File: config.mk
export PLATFORM = sky130hd
export DESIGN_NAME = adder_pipe_dff
export DESIGN_NICKNAME = d
export VERILOG_FILES = /design/src/rtl/adder_pipe_dff.sv
export SDC_FILE = /design/constraint.sdc
export NUM_CORES = 1
export LEC_CHECK = 0
export CORE_AREA = 4 4 55 69
export CTS_BUF_LIST = sky130_fd_sc_hd__clkbuf_16
export CTS_CLUSTER_SIZE = 8
export DETAILED_ROUTE_END_ITERATION = 8
export DIE_AREA = 0 0 59 73
export PLACE_DENSITY = 0.73
export SLEW_MARGIN = 20
export SYNTH_ARGS = -nofsm -noshare
export SYNTH_HDL_FRONTEND = slang
export SYNTH_SLANG_ARGS = --single-unit
File: constraint.sdc
create_clock -name clock -period 1.37 [get_ports clock]
set_input_delay 0.2055 -clock clock [delete_from_list [all_inputs] [get_ports clock]]
set_output_delay 0.2055 -clock clock [all_outputs]
set_load 0.1 [all_outputs]
File: src/rtl/adder_pipe_dff.sv
// Pipelined WIDTH-bit add/subtract: carry chain split into STAGES registered chunks.
// Define ADDER_PIPE_SAT_EN to clamp the output sum to signed saturation on overflow.
module adder_pipe_dff #(
   parameter int unsigned WIDTH  = 8,
   parameter int unsigned STAGES = 2
) (
   input  logic             clock,
   input  logic             reset_n,
   input  logic             in_valid,
   input  logic             hold,
   input  logic             sub,
   input  logic [WIDTH-1:0] a,
   input  logic [WIDTH-1:0] b,
   input  logic             cin,
   output logic [WIDTH-1:0] sum,
   output logic             carry,
   output logic             overflow,
   output logic             out_valid
);

   localparam int unsigned CW   = WIDTH / STAGES;
   localparam int unsigned CWP  = CW + 1;
   localparam int unsigned LAST = STAGES - 1;

   // Per-stage operands (skewed), partial sum, chunk carry and valid.
   logic [WIDTH-1:0] a_q  [STAGES];
   logic [WIDTH-1:0] a_d  [STAGES];
   logic [WIDTH-1:0] bx_q [STAGES];
   logic [WIDTH-1:0] bx_d [STAGES];
   logic [WIDTH-1:0] s_q  [STAGES];
   logic [WIDTH-1:0] s_d  [STAGES];
   logic             c_q  [STAGES];
   logic             c_d  [STAGES];
   logic             v_q  [STAGES];
   logic             v_d  [STAGES];
   logic             ovf_q;
   logic             ovf_d;

   // Stage k adds chunk k using the carry registered by stage k-1.
   always_comb begin
      logic [WIDTH-1:0] op_a;
      logic [WIDTH-1:0] op_b;
      logic [WIDTH-1:0] part;
      logic [CW:0]      chunk;
      logic             ci;
      logic             vi;
      int unsigned      p;
      op_a  = '0;
      op_b  = '0;
      part  = '0;
      chunk = '0;
      ci    = 1'b0;
      vi    = 1'b0;
      p     = 0;
      ovf_d = ovf_q;
      for (int unsigned s = 0; s < STAGES; s++) begin
         a_d[s]  = a_q[s];
         bx_d[s] = bx_q[s];
         s_d[s]  = s_q[s];
         c_d[s]  = c_q[s];
         v_d[s]  = v_q[s];
      end
      if (!hold) begin
         for (int unsigned s = 0; s < STAGES; s++) begin
            p = (s == 0) ? 0 : s - 1;
            if (s == 0) begin
               op_a = a;
               op_b = b ^ {WIDTH{sub}};
               ci   = cin ^ sub;
               part = '0;
               vi   = in_valid;
            end else begin
               op_a = a_q[p];
               op_b = bx_q[p];
               ci   = c_q[p];
               part = s_q[p];
               vi   = v_q[p];
            end
            chunk = {1'b0, op_a[s*CW +: CW]} + {1'b0, op_b[s*CW +: CW]} + CWP'(ci);
            part[s*CW +: CW] = chunk[CW-1:0];
            a_d[s]  = op_a;
            bx_d[s] = op_b;
            s_d[s]  = part;
            c_d[s]  = chunk[CW];
            v_d[s]  = vi;
            if (s == LAST) begin
               ovf_d = (op_a[WIDTH-1] == op_b[WIDTH-1]) && (part[WIDTH-1] != op_a[WIDTH-1]);
`ifdef ADDER_PIPE_SAT_EN
               // Clamp toward the sign of a; carry/overflow keep the raw result.
               if (ovf_d) begin
                  s_d[s] = {op_a[WIDTH-1], {(WIDTH-1){~op_a[WIDTH-1]}}};
               end
`endif
            end
         end
      end
   end

   always_ff @(posedge clock or negedge reset_n) begin
      if (!reset_n) begin
         for (int unsigned s = 0; s < STAGES; s++) begin
            a_q[s]  <= '0;
            bx_q[s] <= '0;
            s_q[s]  <= '0;
            c_q[s]  <= 1'b0;
            v_q[s]  <= 1'b0;
         end
         ovf_q <= 1'b0;
      end else begin
         for (int unsigned s = 0; s < STAGES; s++) begin
            a_q[s]  <= a_d[s];
            bx_q[s] <= bx_d[s];
            s_q[s]  <= s_d[s];
            c_q[s]  <= c_d[s];
            v_q[s]  <= v_d[s];
         end
         ovf_q <= ovf_d;
      end
   end

   assign sum       = s_q[LAST];
   assign carry     = c_q[LAST];
   assign overflow  = ovf_q;
   assign out_valid = v_q[LAST];

endmodule
==> impl_metrics.env <==
export IMPL_yosys_top_cells_area="dfrtp_1 (46%), mux2_2 (11%), fa_1 (5.9%), ha_1 (5.6%), buf_4 (4.4%)"
export IMPL_grt_setup_unrepaired="yes"
export IMPL_grt_overflow=0
export IMPL_port_buffers=32
export IMPL_area_delta_synth_final_pct=45.9
export IMPL_wire_per_inst_microns=13.7
export IMPL_clkLatencyLatePin_ps=260
export IMPL_crit_fanout=3
export IMPL_outcome="finished with violations"
export IMPL_first_global_vias=1020
export IMPL_static_leakage_power_nw=0.867
export IMPL_max_cap_violations=0
export IMPL_dp_hpwl_microns=2000
export IMPL_fin_nets=185
export IMPL_fin_tns_setup_ps=-809
export IMPL_critPathLaunchType="primary input"
export IMPL_p_per_area_mw_per_mm2=1730
export IMPL_slew_headroom=0.793
export IMPL_vdd_drop_max_mv=1.06
export IMPL_hp_class="primary input to asynchronous set/reset pin"
export IMPL_failed_checks="negative setup slack"
export IMPL_syn_area_per_cell_sq_um=11.5
export IMPL_first_pass_iters=4
export IMPL_postLayoutSetupSlackWorst_ps=-169
export IMPL_dieArea_sq_mm=0.00431
export IMPL_fin_crit_sh=1.12
export IMPL_numCtsBuffers=3
export IMPL_preCtsSetupSlack_ps=-938
export IMPL_synthCells=117
export IMPL_layout_common_cells="dfrtp_1 (25), clkdlybuf4s50_1 (14), mux2_2 (12), buf_12 (12), buf_4 (11)"
export IMPL_critPathCaptureType="flop"
export IMPL_route_vias_total=956
export IMPL_critPathArrivalTime_ps=1680
export IMPL_track_usage=0.131
export IMPL_drt_total_wl_microns=2590
export IMPL_h_tree_depth=1
export IMPL_cts_tree="done"
export IMPL_die_h_microns=73
export IMPL_fmax_mhz=650
export IMPL_clockBufferDepth=2
export IMPL_synth_area_sq_mm=0.00135
export IMPL_setup_viol=9
export IMPL_yosysTopAreaCell="dfrtp_1"
export IMPL_num_fill_cells=254
export IMPL_hold_viol=0
export IMPL_antenna_found_initial=0
export IMPL_synth_top_area_frac=0.463
export IMPL_place_inst=181
export IMPL_clkSlewWorstSetupHoldPaths_ps=60
export IMPL_coreArea_sq_mm=0.00317
export IMPL_worst_ep_required_time_ps=1510
export IMPL_grt_pass1_wl_microns=4210
export IMPL_start_util=0.426
export IMPL_cts_num_sinks=25
export IMPL_syn_num_nets=149
export IMPL_cts_hold_buf=0
export IMPL_finalNonFillerCells=189
export IMPL_num_rows=23
export IMPL_ant_nets=0
export IMPL_gp_congestion=0.752
export IMPL_diodes=0
export IMPL_ys_ff_latch=25
export IMPL_maxSlewViolCount=0
export IMPL_drtIter0Drc=20
export IMPL_fp_dieW_microns=59
export IMPL_yosysWarnings=0
export IMPL_io_pins=33
export IMPL_drive_above_1_share=0.375
export IMPL_tightest_slew_ps=311
export IMPL_ys_seq_area_frac=0.463
export IMPL_final_common_cell="dfrtp_1"
export IMPL_viasPerCell=5.06
export IMPL_finalPower_w=0.00340
export IMPL_critPathKind="primary input to flop"
export IMPL_cts_root_buffer="clkbuf_16"
export IMPL_grt_start_max_net_pins=33
export IMPL_drc=0
export IMPL_clock_skew_ps=2.55
export IMPL_ys_types=24
export IMPL_finalCriticalPeriod_ps=1540
-- flip-flops by register name (all words and copies together) (netlist names) --
register / flops
v_q: 1
overflow: 1
a_q: 4
s_q: 4
out_valid: 1
bx_q: 4
c_q: 1
carry: 1
sum: 8
-- path summary, 6_finish.rpt --
check                        start  endpoint  slack (ps)  cells past startpoint
hold / removal             reset_n   a_q[15]         300                      2
hold reg to reg            s_q[10]   s_q[10]         490                      2
min in group clock             sub  bx_q[14]         430                      4
setup reg to reg            c_q[1]    sum[5]        -140                      4
max in group asynchronous  reset_n    sum[2]         830                      2
setup / recovery               sub    c_q[1]        -170                      7
-- logic make-up after synthesis --
kind of cell	count (synthesis)	share of synthesized area
flip-flops	25	0.463
AND/OR/NAND/NOR	17	0.0612
adder cells (fa/ha/maj)	10	0.115
multiplexers	13	0.108
buffers and inverters	18	0.0769
AO/OA/AOI/OAI	23	0.104
XOR/XNOR	11	0.0714
-- routing by layer --
layer | part of all wire | global-route usage | vias to the layer above
met1 | 0.35 | 0.126 | 454
met5 | 0 | 0 | -
met3 | 0.060 | 0.0248 | 8
met4 | 0.027 | 0.0680 | 0
met2 | 0.56 | 0.254 | 32
li1 | - | - | 462
-- critical path: stages --
cell,delay (ps)
buf_8,100
xor2_2,170
fa_2,380
fa_2,360
a21o_2,200
a211oi_2,200
a21oi_1,50
-- synth_stat cells --
| cell | n |
|---|---|
| mux2_2 | 13 |
| buf_4 | 8 |
| xnor2_1 | 5 |
| a21boi_0 | 2 |
| or4_1 | 1 |
| nor2b_1 | 2 |
| inv_1 | 4 |
| a21o_2 | 1 |
| o41ai_1 | 1 |
| nand2_1 | 9 |
| a21oi_1 | 5 |
| inv_2 | 1 |
| ha_1 | 6 |
| o21ai_0 | 9 |
| nand3_1 | 2 |
| fa_1 | 4 |
| dfrtp_1 | 25 |
| a21o_1 | 1 |
| a211oi_1 | 3 |
| buf_2 | 5 |
| o31ai_1 | 1 |
| nor3b_1 | 2 |
| xor2_1 | 6 |
| nor2_1 | 1 |
-- report_power, final --
part / internal, W / switching, W / total, W / leakage [nW]
clock network: 0.000393 / 0.000256 / 0.000650 / 0.0409
logic: 0.000699 / 0.00101 / 0.00171 / 0.528
registers: 0.000902 / 0.000148 / 0.00105 / 0.299
total: 0.00199 / 0.00141 / 0.00340 / 0.867
-- what timing repair did --
item / in CTS / in global routing
endpoints found under the setup margin: 10 / 9
setup buffers: 2 / 2
gates resized for setup: 24 / 3
pin swaps: 13 / 2
-- per-stage QoR --
| step | hold WS (ps) | util | area, sq um |
|---|---|---|---|
| after floorplan | -90.1 | - | 1400 |
| after global placement | 467 | 0.583 | 1850 |
| after detailed placement | 480 | 0.583 | 1850 |
| after CTS | 309 | 0.614 | 1940 |
| after global routing | 336 | 0.622 | 1970 |
| final | 302 | 0.622 | 1970 |
-- cell type report --
class	count	area, sq um	share of cell area
multi-input combinational	74	674	0.342
timing repair buffer	44	524	0.266
inverter	5	18.8	0.00953
sequential	25	626	0.318
tap	37	46.3	0.0235
clock buffer	3	75.1	0.0381
clock inverter	1	5.00	0.00254
Power figures use the tool's default switching activity.
